[config.mk]
export PLATFORM = sky130hd
export DESIGN_NAME = dmem_port_arbiter
export DESIGN_NICKNAME = d
export VERILOG_FILES = /design/src/rtl/dmem_port_arbiter.sv
export SDC_FILE = /design/constraint.sdc
export NUM_CORES = 1
export LEC_CHECK = 0
export ABC_AREA = 1
export BUFFER_PORTS_ARGS = -buffer_cell sky130_fd_sc_hd__buf_2
export CELL_PAD_IN_SITES_DETAIL_PLACEMENT = 1
export CELL_PAD_IN_SITES_GLOBAL_PLACEMENT = 1
export CORE_MARGIN = 5
export CORE_UTILIZATION = 16
export DETAILED_ROUTE_END_ITERATION = 10
export HOLD_SLACK_MARGIN = 0.12
export PLACE_DENSITY = 0.81
export SETUP_SLACK_MARGIN = 0.3
export SLEW_MARGIN = 20
export SYNTH_ARGS = -nofsm -noshare
export SYNTH_HDL_FRONTEND = slang
export SYNTH_SLANG_ARGS = --single-unit
[constraint.sdc]
create_clock -name clk -period 1.71 [get_ports clk]
set_clock_uncertainty 0.1 [all_clocks]
set_input_delay 0.171 -clock clk [delete_from_list [all_inputs] [get_ports clk]]
set_output_delay 0.171 -clock clk [all_outputs]
set_load 0.03 [all_outputs]
[src/rtl/dmem_port_arbiter.sv]
// Two-port arbiter in front of the single data-memory port: core (port 0) has
// priority, the debug/DMA master (port 1) gets a starvation guard and a bus lock.
module dmem_port_arbiter #(
  parameter int unsigned AW       = 32,
  parameter int unsigned DW       = 32,
  parameter int unsigned MAX_WAIT = 4
) (
  input  logic          clk,
  input  logic          rst_n,
  input  logic          p0_req,
  input  logic          p0_we,
  input  logic [AW-1:0] p0_addr,
  input  logic [DW-1:0] p0_wdata,
  input  logic [3:0]    p0_wstrb,
  output logic          p0_gnt,
  output logic          p0_rvalid,
  output logic [DW-1:0] p0_rdata,
  input  logic          p1_req,
  input  logic          p1_we,
  input  logic [AW-1:0] p1_addr,
  input  logic [DW-1:0] p1_wdata,
  input  logic [3:0]    p1_wstrb,
  input  logic          p1_lock,
  output logic          p1_gnt,
  output logic          p1_rvalid,
  output logic [DW-1:0] p1_rdata,
  output logic          mem_en,
  output logic          mem_we,
  output logic [AW-1:0] mem_addr,
  output logic [DW-1:0] mem_wdata,
  output logic [3:0]    mem_wstrb,
  input  logic [DW-1:0] mem_rdata
);

  localparam int unsigned CW = 4;
  localparam logic [CW-1:0] WAIT_LIMIT = CW'(MAX_WAIT);

  typedef enum logic {ARB, LOCKED} state_t;

  state_t        state_q, state_d;
  logic [CW-1:0] starve_q, starve_d;
  logic [1:0]    rd_pend_q, rd_pend_d;
  logic          gnt0, gnt1;

  // State, starvation counter and read-owner tag
  always_ff @(posedge clk or negedge rst_n) begin
    if (!rst_n) begin
      state_q   <= ARB;
      starve_q  <= '0;
      rd_pend_q <= '0;
    end else begin
      state_q   <= state_d;
      starve_q  <= starve_d;
      rd_pend_q <= rd_pend_d;
    end
  end

  // Grant decision; a LOCKED cycle with p1_lock low arbitrates exactly like ARB
  always_comb begin
    state_d  = state_q;
    starve_d = starve_q;
    gnt0     = 1'b0;
    gnt1     = 1'b0;
    if (state_q == LOCKED && p1_lock) begin
      gnt1     = p1_req;
      starve_d = '0;
    end else begin
      state_d = ARB;
      if (starve_q == WAIT_LIMIT && p1_req) begin
        gnt1 = 1'b1;
      end else if (p0_req) begin
        gnt0 = 1'b1;
      end else if (p1_req) begin
        gnt1 = 1'b1;
      end
      if (p1_req && !gnt1) begin
        starve_d = (starve_q == WAIT_LIMIT) ? starve_q : CW'(starve_q + 1'b1);
      end else begin
        starve_d = '0;
      end
      if (gnt1 && p1_lock) begin
        state_d = LOCKED;
      end
    end
    rd_pend_d = {gnt1 && !p1_we, gnt0 && !p0_we};
  end

  assign p0_gnt = gnt0;
  assign p1_gnt = gnt1;

  // Memory port follows whichever requester holds the grant
  always_comb begin
    mem_en    = gnt0 | gnt1;
    mem_we    = 1'b0;
    mem_addr  = '0;
    mem_wdata = '0;
    mem_wstrb = '0;
    if (gnt0) begin
      mem_we    = p0_we;
      mem_addr  = p0_addr;
      mem_wdata = p0_wdata;
      mem_wstrb = p0_wstrb;
    end else if (gnt1) begin
      mem_we    = p1_we;
      mem_addr  = p1_addr;
      mem_wdata = p1_wdata;
      mem_wstrb = p1_wstrb;
    end
  end

  assign p0_rvalid = rd_pend_q[0];
  assign p1_rvalid = rd_pend_q[1];
  assign p0_rdata  = rd_pend_q[0] ? mem_rdata : '0;
  assign p1_rdata  = rd_pend_q[1] ? mem_rdata : '0;

endmodule

Word level (Yosys, flattened, before mapping). Cells that the tools add are included.

Register bits after elaboration: 7. Output and inout bits: 138. Logic and storage cells: 38.

$add $sub $neg: 1. Eq/ne operators: 2. Mux-type cells: 22. Bitwise operators: 1. Reduce and logical (&&, ||, !) cells: 9.

Operator list (number): 2-to-1 mux 32 bit (6); 2-to-1 mux 4 bit (5); 2-to-1 mux 1 bit (11); logical AND 1 bit (6); adder 4 x 1 -> 4 bit (second input constant) (1); equality test 4 x 3 -> 1 bit (second input constant) (1); logical NOT 1 bit (3); != test 3 bit (second input constant) (1); OR 1 bit (1).

Depth between registers and ports, before layout. Gate-level depths: netlist of run 1.

Word-level depth: 8. Gate-level depth with buffers: 10.

Least setup slack after synthesis of run 1. No wires, ideal clock.

Kind: flip-flop to output port. From: reg starve_q[0]. To: out mem_addr[0]. Arrival: 1.350 ns. Slack: 0.089 ns. Cell stages (with the launch flop): 11. Path through: dfrtp_1 -> inv_1 -> ha_1 -> nand2_1 -> inv_2 -> nand2_2 -> nand2_4 -> inv_4 -> buf_6 -> nand2_1 -> nand2_1.

Longest elaborated chain between the ends: 7. Elaborated cells on any way between the ends: 9. Classes of those cells: eq/ne (1); mux (7); reduce/logical (1).

RTL lines: from (decl) (RTL line 41) `logic [CW-1:0] starve_q, starve_d;`; from (signal assigned) (RTL line 53) `starve_q <= starve_d;`; equality test 4 x 3 -> 1 bit * (RTL line 69) `if (starve_q == WAIT_LIMIT && p1_req) begin`; logical AND 1 bit * (RTL line 69); 2-to-1 mux 1 bit (RTL line 69); 2-to-1 mux 1 bit (2 in a row) (RTL line 64) `if (state_q == LOCKED && p1_lock) begin`; 2-to-1 mux 32 bit (RTL line 103) `end else if (gnt1) begin`; 2-to-1 mux 32 bit * (RTL line 98) `if (gnt0) begin`; to (decl) (RTL line 29) `output logic [AW-1:0] mem_addr,`.

Mark *: on every way between the ends. The rest lies on a longest branch, timed or not. The select of a mux whose other input is x is not followed.

Worst setup path in the final report of run 1.
From: reg starve_q[0]. To: out mem_addr[1].

The elaborated chain is that of the path after synthesis.

==> impl_metrics.yaml, run 1 <==
status:
  status: "complete, but fails checks"
  violations: "negative setup slack"
setup_path:
  worstPathRequired_ns: 1.44
  critPathCaptureType: "primary output"
  startpoint_type: "flip-flop"
  path_class: "reg2out"
  cp.arrival_ns: 1.71
  cp_max_fo: 11
detailed_routing:
  drc: 0
  wire_per_inst_um: 18.3
  via_per_inst: 4.25
  vias: 3876
  drtPass1Iterations: 4
  antenna_left: 0
  routed_wl_um: 16700
  first_iter_violations: 61
timing:
  finalHoldWorstSlack_ns: 0.209
  worst_pin_slew_ns: 0.173
  finalHoldViolCount: 0
  max_freq_ghz: 0.504
  timing.final.max_slew_violations: 0
  relSlewSlack_pct: 88.4
  finalSetupViolations: 72
  timing.final.crit_share_pct: 116
  period_minus_slack_ns: 1.98
  worst_slack_ns: -0.274
  rsz0062_at_grt: "yes"
floorplanning:
  rows: 41
  io-pin-count: 313
  fp.dieW_um: 124
  die_area_um2: 15300
  initial_core_util_pct: 16.3
  core_um2: 12700
  chipHeight_um: 124
logic_synthesis:
  synth_area_per_cell_um2: 5.24
  yosysUniqueCellTypes: 21
  syn_inst: 395
  synth_warnings: 0
  ys_ff_latch: 7
  yosysSeqAreaShare_pct: 8.46
  syn-cell-area_um2: 2070
  synth_nets: 572
power_and_ir_drop:
  p_clk_share_pct: 14.9
  total_power_mw: 2.65
  power_frac_seq_pct: 6.8
  p_switching_mw: 1.28
  internal_power_mw: 1.38
  leakagePower_nw: 3.89
  power_frac_comb_pct: 78.3
  power.share.switching_pct: 48.1
  power_density_nw_per_um2: 425
  ir_worst_vdd_mv: 0.295
cts:
  clockBufferDepth: 2
  cts_tree: "yes"
  clock-sinks: 7
  path_clk_slew_ns: 0.03
  worst_skew_pair.late_latency_ns: 0.23
  root_buffer: "clkbuf_16"
  cts_made_buffers: 3
  htreeDepth: 1
grt:
  grt_usage_pct: 15.8
  grt_pass1_wl_um: 19100
  grt_pass1_vias: 3953
  grt_max_degree: 22
  grt-ovfl-total: 0
  grt_antenna_before_repair: 1
finish:
  num-fill-cells: 1543
  syn_to_final_growth_pct: 202
  drive_gt1_share_pct: 87.3
  instances_no_fill: 911
  register_area_um2: 176
  fin_nets: 916
  multi_input_area_um2: 2500
place:
  place.port_buffers: 312
  post-place-ws_ns: -0.0687
  dpl.cell_count: 879
  place.gp.congestion: 0.792
  hpwlAfterDp_um: 11000
hold_path:
  hold_class: "in2async"
job:
  maxCapViolCount: 0
## metrics by stage
step	TNS, ns	util, %	instance area [um^2]
floorplan	0	-	2650
global placement	-0.482	35.2	4460
detailed placement	-1.24	35.2	4460
CTS	-15.64	41.4	5250
global route	-21.52	49.3	6250
finish	-14.13	49.3	6250
## synthesized netlist by cell type, drive strengths merged
| cell type | instances | area (um^2) |
|---|---|---|
| nand3 | 3 | 27.5 |
| clkbuf | 6 | 22.5 |
| dfrtp | 7 | 175 |
| xnor2 | 1 | 8.76 |
| xor2 | 1 | 8.76 |
| a21oi | 1 | 5.00 |
| ha | 2 | 25.0 |
| inv | 73 | 277 |
| a21boi | 1 | 7.51 |
| buf | 14 | 218 |
| nand2 | 279 | 1260 |
| nor2 | 7 | 33.8 |
## critical path: stages, from the launching register on
cell and delay (ns):
dfrtp_1 0.33, inv_1 0.05, ha_2 0.17, nand2_2 0.06
inv_2 0.05, nand2_2 0.09, nand2_4 0.07, inv_8 0.13
buf_12 0.16, nand2_1 0.11, nand2_4 0.07, clkbuf_4 0.18
## power groups by stage
stage	registers (mW)	clock network (mW)	logic (mW)
3_5_place_dp	0.180	0	1.50
4_1_cts	0.179	0.405	1.76
5_1_grt	0.181	0.417	2.19
6_report	0.180	0.395	2.08
2_1_floorplan	0.186	0	0.959
3_3_place_gp	0.179	0	1.47
## metal layers
metal	up-vias	GRT usage (%)	part of all wire, %
met5	-	0	0.042
met2	213	32.0	56
met4	2	2.84	1.6
met1	1837	15.3	32
met3	27	5.59	9.9
li1	1797	-	-
## state kept, by name (all words and copies together) (netlist names)
register / count
starve_q: 4
state_q: 1
rd_pend_q: 2
## repair_timing
action,CTS,global route
hold buffers,4,0
setup buffers,4,3
endpoints found under the hold margin,10,0
pin swaps,8,48
setup endpoints to repair,76,137
cloned,5,11
gates resized for setup,173,290
## cell families after synthesis
family                   after synthesis  synth area share, %
AND/OR/NAND/NOR                      289                 63.9
buffers and inverters                 93                 25.0
flip-flops                             7                 8.46
AO/OA/AOI/OAI                          2                0.604
XOR/XNOR                               2                0.847
adder cells (fa/ha/maj)                2                 1.21
## cell type report
cell class / instances / share of cell area, %
timing repair buffer: 358 / 47.8
multi-input combinational: 296 / 40.1
inverter: 73 / 4.55
tap: 172 / 3.44
sequential: 7 / 2.82
clock buffer: 4 / 1.26
antenna: 1 / 0.0400
## layout by cell type, fill, tap and decap left out, types with 2 or more instances in the layout
cell type      synthesis  layout
buf_16                 0       4
buf_4                  0      29
dfrtp_1                7       6
buf_2                  0     193
nor2_1                 6       6
nand2_1              201      38
nand2_2               76      98
buf_6                  6     107
nand2_4                1     143
dlygate4sd3_1          0       4
buf_12                 6      12
inv_1                 70      32
inv_2                  2      39
clkbuf_16              0      11
nand3_1                2       2
## path summary, 6_finish.rpt
kind | from | to | slack [ns] | cells after the start
min reg2reg | starve_q[0] | starve_q[0] | 0.43 | 2
max | starve_q[0] | mem_addr[1] | -0.27 | 11
min in group clk | p0_req | state_q | 0.21 | 4
min | rst_n | starve_q[2] | 0.21 | 2
max in group asynchronous | rst_n | rd_pend_q[1] | 1.13 | 2
max reg2reg | starve_q[0] | starve_q[3] | 0.22 | 9
No activity file was read; power rests on OpenSTA's default activity.
==> inputs of run 2 (changes only) <==
--- a/config.mk
+++ b/config.mk
@@ -5,15 +5,14 @@
 export SDC_FILE = /design/constraint.sdc
 export NUM_CORES = 1
 export LEC_CHECK = 0
-export ABC_AREA = 1
 export BUFFER_PORTS_ARGS = -buffer_cell sky130_fd_sc_hd__buf_2
 export CELL_PAD_IN_SITES_DETAIL_PLACEMENT = 1
 export CELL_PAD_IN_SITES_GLOBAL_PLACEMENT = 1
-export CORE_MARGIN = 5
-export CORE_UTILIZATION = 16
+export CORE_AREA = 5 5 117 119
 export DETAILED_ROUTE_END_ITERATION = 10
+export DIE_AREA = 0 0 122 124
 export HOLD_SLACK_MARGIN = 0.12
-export PLACE_DENSITY = 0.81
+export PLACE_DENSITY = 0.74
 export SETUP_SLACK_MARGIN = 0.3
 export SLEW_MARGIN = 20
 export SYNTH_ARGS = -nofsm -noshare
==> run 2 against run 1 <==
Compared with the run above: die area fell by 1.2%; the flow still finishes with violations (negative setup slack); largest power group unchanged; total power shrank 15%; synthesized area decreased by 28%; design area decreased by 25%; combinational power fell by 20%; clock power up 2%; flip-flop and latch count did not move; wire length fell by 16%; critical endpoint is now mem_wstrb[2]; setup slack got worse by 0.18 ns.
==> impl_metrics.yaml, run 2 <==
status:
  status: "complete, but fails checks"
  violations: "negative setup slack"
logic_synthesis:
  ys_ff_latch: 7
  synth_nets: 362
  ys_async_sr_fraction_pct: 100
  yosysMostFrequentCell: "a22o_1"
  synth_warnings: 0
  syn_inst: 185
  synth_top_cell_area_share_pct: 40.5
  yosys.area.top_type: "a22o_1"
  yosysSeqAreaShare_pct: 11.7
  synth.area.top_cells: "a22o_1 40%, and2_1 27%, dfrtp_1 12%, buf_6 6.8%, buf_2 2.3%"
  yosysUniqueCellTypes: 22
  synth_edf_count: 0
  synthTopCellsByCount: "69 x a22o_1, 64 x and2_1, 9 x buf_6"
  yosys_most_used_dff: "dfrtp_1"
  synth_area_per_cell_um2: 8.07
  syn-cell-area_um2: 1490
cts:
  cts_tree: "yes"
  path_clk_slew_ns: 0.04
  clockBufferDepth: 2
  htreeDepth: 1
  clock-sinks: 7
  cts_made_buffers: 3
  root_buffer: "clkbuf_16"
  worst_skew_pair.late_latency_ns: 0.24
timing:
  rsz0062_at_grt: "yes"
  worst_slack_ns: -0.457
  finalSetupViolations: 71
  worst_pin_slew_ns: 0.268
  timing.final.crit_share_pct: 127
  finalHoldViolCount: 0
  timing.final.max_slew_violations: 0
  max_freq_ghz: 0.461
  period_minus_slack_ns: 2.17
  relSlewSlack_pct: 82.1
power_and_ir_drop:
  internal_power_mw: 1.30
  power.share.switching_pct: 42.3
  p_switching_uw: 952
  power_density_nw_per_um2: 479
  power_frac_comb_pct: 74.1
  p_clk_share_pct: 17.9
  leakagePower_nw: 2.57
  ir_worst_vdd_mv: 0.227
  power_frac_seq_pct: 8.0
  total_power_mw: 2.25
place:
  place.port_buffers: 312
  hpwlAfterDp_um: 10500
  dpl.cell_count: 659
  place.gp.congestion: 0.858
setup_path:
  critPathCaptureType: "primary output"
  path_class: "reg2out"
  startpoint_type: "flip-flop"
  worstPathRequired_ns: 1.44
  cp.arrival_ns: 1.90
  r2r-start: "starve_q[1]"
  reg2reg_depth: 8
  crit-reg2reg-capture: "rd_pend_q[0]"
  rrSetupSlack_ns: 0.05
  cp_max_fo: 28
finish:
  reg_top3: "starve_q: 4 flops, rd_pend_q: 2 flops, state_q: 1 flops"
  drive_gt1_share_pct: 89.3
  top_register: "starve_q"
  register_area_um2: 176
  fin_nets: 693
  instances_no_fill: 687
  final_cell_mix: "201 x buf_2, 98 x buf_6, 59 x a22o_2"
  antenna_cells: 0
  final_common_cell: "buf_2"
  num-fill-cells: 1476
  multi_input_area_um2: 1460
  largest_reg_flops: 4
  syn_to_final_growth_pct: 215
floorplanning:
  core_um2: 12500
  initial_core_util_pct: 12.0
  die_area_um2: 15100
  rows: 41
  io-pin-count: 313
  chipHeight_um: 124
  fp.dieW_um: 122
grt:
  grt_antenna_before_repair: 0
  grt-ovfl-total: 0
  grt_pass1_vias: 3319
  grt_pass1_wl_um: 19200
  grt_usage_pct: 16.3
  grt_max_degree: 34
hold_path:
  holdPathEnd: "state_q"
  min_from: "p0_req"
  hold_path_depth: 3
  hold_class: "in2reg"
detailed_routing:
  routed_wl_um: 14000
  drtPass1Iterations: 4
  first_iter_violations: 67
  wire_per_inst_um: 20.4
  via_per_inst: 4.33
  drc: 0
  antenna_left: 0
  vias: 2973
job:
  maxCapViolCount: 0
==> run 2: power groups by stage <==
stage | logic [mW] | registers [mW] | clock network (mW)
2_1_floorplan | 0.757 | 0.185 | 0
3_3_place_gp | 1.22 | 0.177 | 0
3_5_place_dp | 1.24 | 0.178 | 0
4_1_cts | 1.62 | 0.182 | 0.411
5_1_grt | 1.75 | 0.181 | 0.412
6_report | 1.67 | 0.180 | 0.403
==> run 2: kinds of logic after synthesis <==
kind of cell | after synthesis | share of synthesized area [%]
AND/OR/NAND/NOR | 76 | 31.4
AO/OA/AOI/OAI | 73 | 42.6
buffers and inverters | 25 | 11.4
flip-flops | 7 | 11.7
XOR/XNOR | 2 | 1.17
adder cells (fa/ha/maj) | 2 | 1.68
==> run 2: repair_timing <==
item | 4_1_cts | 5_1_grt
endpoints found under the setup margin | 142 | 143
pin swaps | 22 | 13
hold endpoints to repair | 10 | 0
gates resized for setup | 244 | 37
setup buffers | 9 | 3
hold buffers | 4 | 0
gates cloned | 7 | 1
==> run 2: through the flow <==
stage | hold WS [ns] | TNS (ns) | cell area [um^2] | setup slack, ns | utilization [%]
detailed placement | -0.0789 | -16.58 | 3400 | -0.275 | 27.3
global route | 0.195 | -34.25 | 4700 | -0.529 | 37.7
global placement | -0.0901 | -14.78 | 3400 | -0.261 | 27.3
CTS | 0.168 | -31.17 | 4550 | -0.493 | 36.5
floorplan | -0.225 | -10.02 | 1660 | -0.148 | -
finish | 0.181 | -29.54 | 4700 | -0.457 | 37.7
==> run 2: critical path: stages (launching register included) <==
cell and delay (ns):
dfrtp_1 0.33, inv_1 0.05, ha_2 0.16, and3b_2 0.23
o21a_4 0.25, buf_12 0.17, a22o_2 0.29, buf_4 0.17
==> run 2: routing by layer <==
| metal | up-vias | global-route usage, % | part of all wire (%) |
|---|---|---|---|
| met3 | 15 | 4.86 | 9.6 |
| li1 | 1349 | - | - |
| met5 | - | 0 | 0 |
| met2 | 206 | 31.9 | 54 |
| met1 | 1403 | 17.5 | 36 |
| met4 | 0 | 2.24 | 1.2 |
==> run 2: final cells by class <==
| cell class | instances | share of cell area (%) |
|---|---|---|
| Timing Repair Buffer | 348 | 58.7 |
| Multi-Input combinational cell | 153 | 31.1 |
| Inverter | 3 | 0.239 |
| Clock buffer | 4 | 1.68 |
| Tap cell | 172 | 4.57 |
| Sequential cell | 7 | 3.75 |
==> run 2: how the worst max path moves through the flow <==
stage                            from            to  depth (start not counted)
after global routing      starve_q[0]  mem_wstrb[1]                          7
after detailed placement  starve_q[1]  mem_wstrb[1]                          7
after global placement    starve_q[1]  mem_wstrb[1]                          7
after floorplan           starve_q[0]   mem_addr[0]                          8
after CTS                 starve_q[1]  mem_wstrb[1]                          7
final                     starve_q[1]  mem_wstrb[2]                          7
==> inputs of run 3 (changes only) <==
==> constraint.sdc (replaced) <==
create_clock -name clk -period 1.71 [get_ports clk]
set_clock_uncertainty 0.1 [all_clocks]
set_input_delay 0 -clock clk [delete_from_list [all_inputs] [get_ports clk]]
set_output_delay 0 -clock clk [all_outputs]
set_load 0.03 [all_outputs]
==> run 3 against run 2 <==
Compared with the run above: the run still ends with negative setup slack left; sequential power shrank 2%; critical path depth unchanged; via count down 3.5%.
==> impl_metrics.yaml, run 3 (synthesis gave the netlist of run 2 again) <==
status:
  status: "complete, but fails checks"
  violations: "negative setup slack"
place:
  place_area_um2: 3400
  place.gp.congestion: 0.854
  dpl.cell_count: 658
  place.port_buffers: 312
  hpwlAfterDp_um: 10300
cts:
  cts_made_buffers: 3
  clockBufferDepth: 2
  root_buffer: "clkbuf_16"
  path_clk_slew_ns: 0.04
  worst_skew_pair.late_latency_ns: 0.24
  cts_tree: "yes"
  clock-sinks: 7
  htreeDepth: 1
setup_path:
  rrSetupSlack_ns: 0.14
  critPathLaunch: "starve_q[1]"
  worstPathRequired_ns: 1.61
  cp.arrival_ns: 1.90
  crit-reg2reg-capture: "rd_pend_q[0]"
  reg2reg_depth: 7
  path_class: "reg2out"
  cp_max_fo: 28
  cp-endpoint: "mem_wdata[13]"
  critPathCaptureType: "primary output"
  r2r-start: "starve_q[1]"
  startpoint_type: "flip-flop"
finish:
  largest_reg_flops: 4
  top_register: "starve_q"
  final_cell_mix: "253 x buf_2, 64 x and2_1, 59 x buf_6"
  reg_top3: "starve_q: 4 flops, rd_pend_q: 2 flops, state_q: 1 flops"
  stdcell_area_um2: 4300
  drive_gt1_share_pct: 81.7
  final_common_cell: "buf_2"
  fin_nets: 685
  utilization_pct: 34.5
  instances_no_fill: 679
  syn_to_final_growth_pct: 188
  antenna_cells: 0
  num-fill-cells: 1519
floorplanning:
  rows: 41
  initial_core_util_pct: 12.0
  fp.dieW_um: 122
  chipHeight_um: 124
  io-pin-count: 313
  core_um2: 12500
  die_area_um2: 15100
grt:
  grt_max_degree: 34
  grt_antenna_before_repair: 0
  grt-ovfl-total: 0
  grt_pass1_wl_um: 18100
  grt_pass1_vias: 3174
  grt_usage_pct: 15.4
job:
  maxCapViolCount: 0
timing:
  worst_slack_ns: -0.294
  worst_pin_slew_ns: 0.318
  relSlewSlack_pct: 78.7
  finalSetupViolations: 71
  finalHoldViolCount: 0
  period_minus_slack_ns: 2.00
  timing.final.crit_share_pct: 117
  rsz0062_at_grt: "yes"
  finalHoldWorstSlack_ns: 0.166
  timing.final.max_slew_violations: 0
  final.setup.tns_ns: -18.70
  max_freq_ghz: 0.499
detailed_routing:
  drtPass1Iterations: 4
  wire_per_inst_um: 19.1
  first_iter_violations: 47
  vias: 2868
  antenna_left: 0
  via_per_inst: 4.22
  drc: 0
  routed_wl_um: 13000
power_and_ir_drop:
  power_density_nw_per_um2: 498
  leakagePower_nw: 2.47
  ir_worst_vdd_mv: 0.222
hold_path:
  hold_class: "in2reg"
-- run 3: changes by cell type in the layout (fill, tap and decap cells not counted), sizes merged --
cell	before	now
clkbuf	13	5
buf	335	331
dlygate4sd3	4	7
dlymetal6s4s	0	1
-- run 3: area by class of cell --
cell class                 count  area (um^2)  share of cell area, %
timing repair buffer         340         2310                   53.7
multi-input combinational    153         1510                   35.1
tap                          172          215                   5.01
sequential                     7          175                   4.08
clock buffer                   4         78.8                   1.83
inverter                       3         11.3                  0.262
-- run 3: how the worst min path moves through the flow --
stage / cells after the start / slack (ns) / end / startpoint
after floorplan: 0 / -0.40 / rd_pend_q[0] / rst_n
after global placement: 1 / -0.26 / rd_pend_q[1] / rst_n
after detailed placement: 1 / -0.26 / starve_q[2] / rst_n
after CTS: 4 / 0.15 / starve_q[0] / p1_lock
after global routing: 4 / 0.19 / starve_q[0] / p1_lock
final: 4 / 0.17 / starve_q[0] / p1_lock
-- run 3: metal layers --
metal | routed length [um] | track usage (%) | vias to the layer above | part of all wire, %
met3 | 1430 | 5.04 | 9 | 11
li1 | - | - | 1330 | -
met2 | 6770 | 30.0 | 189 | 52
met4 | 89 | 2.24 | 0 | 0.69
met5 | 0 | 0 | - | 0
met1 | 4700 | 16.4 | 1340 | 36
-- run 3: stage by stage --
stage	setup slack, ns	power [mW]
floorplan	0.0233	0.942
global placement	-0.0737	1.40
detailed placement	-0.106	1.42
CTS	-0.299	2.09
global route	-0.369	2.25
finish	-0.294	2.14
-- run 3: worst max-delay path, cell delays in order, from the launching register on --
cell     delay (ns)
dfrtp_1        0.34
inv_1          0.05
ha_2           0.16
and3b_2        0.23
o21a_4         0.27
buf_16         0.18
a22o_2         0.28
buf_6          0.14
-- run 3: what timing repair did --
item / 4_1_cts / 5_1_grt
hold buffers: 8 / 0
gates cloned: 3 / 1
gates resized for setup: 137 / 19
setup buffers: 4 / 1
pin swaps: 3 / 1
hold endpoints to repair: 14 / 0
setup endpoints to repair: 77 / 79
-- run 3: report_power, final --
part / switching [mW] / total [mW] / internal [mW]
clock: 0.0975 / 0.409 / 0.311
combinational: 0.831 / 1.55 / 0.722
sequential: 0.00296 / 0.176 / 0.173
total: 0.932 / 2.14 / 1.21
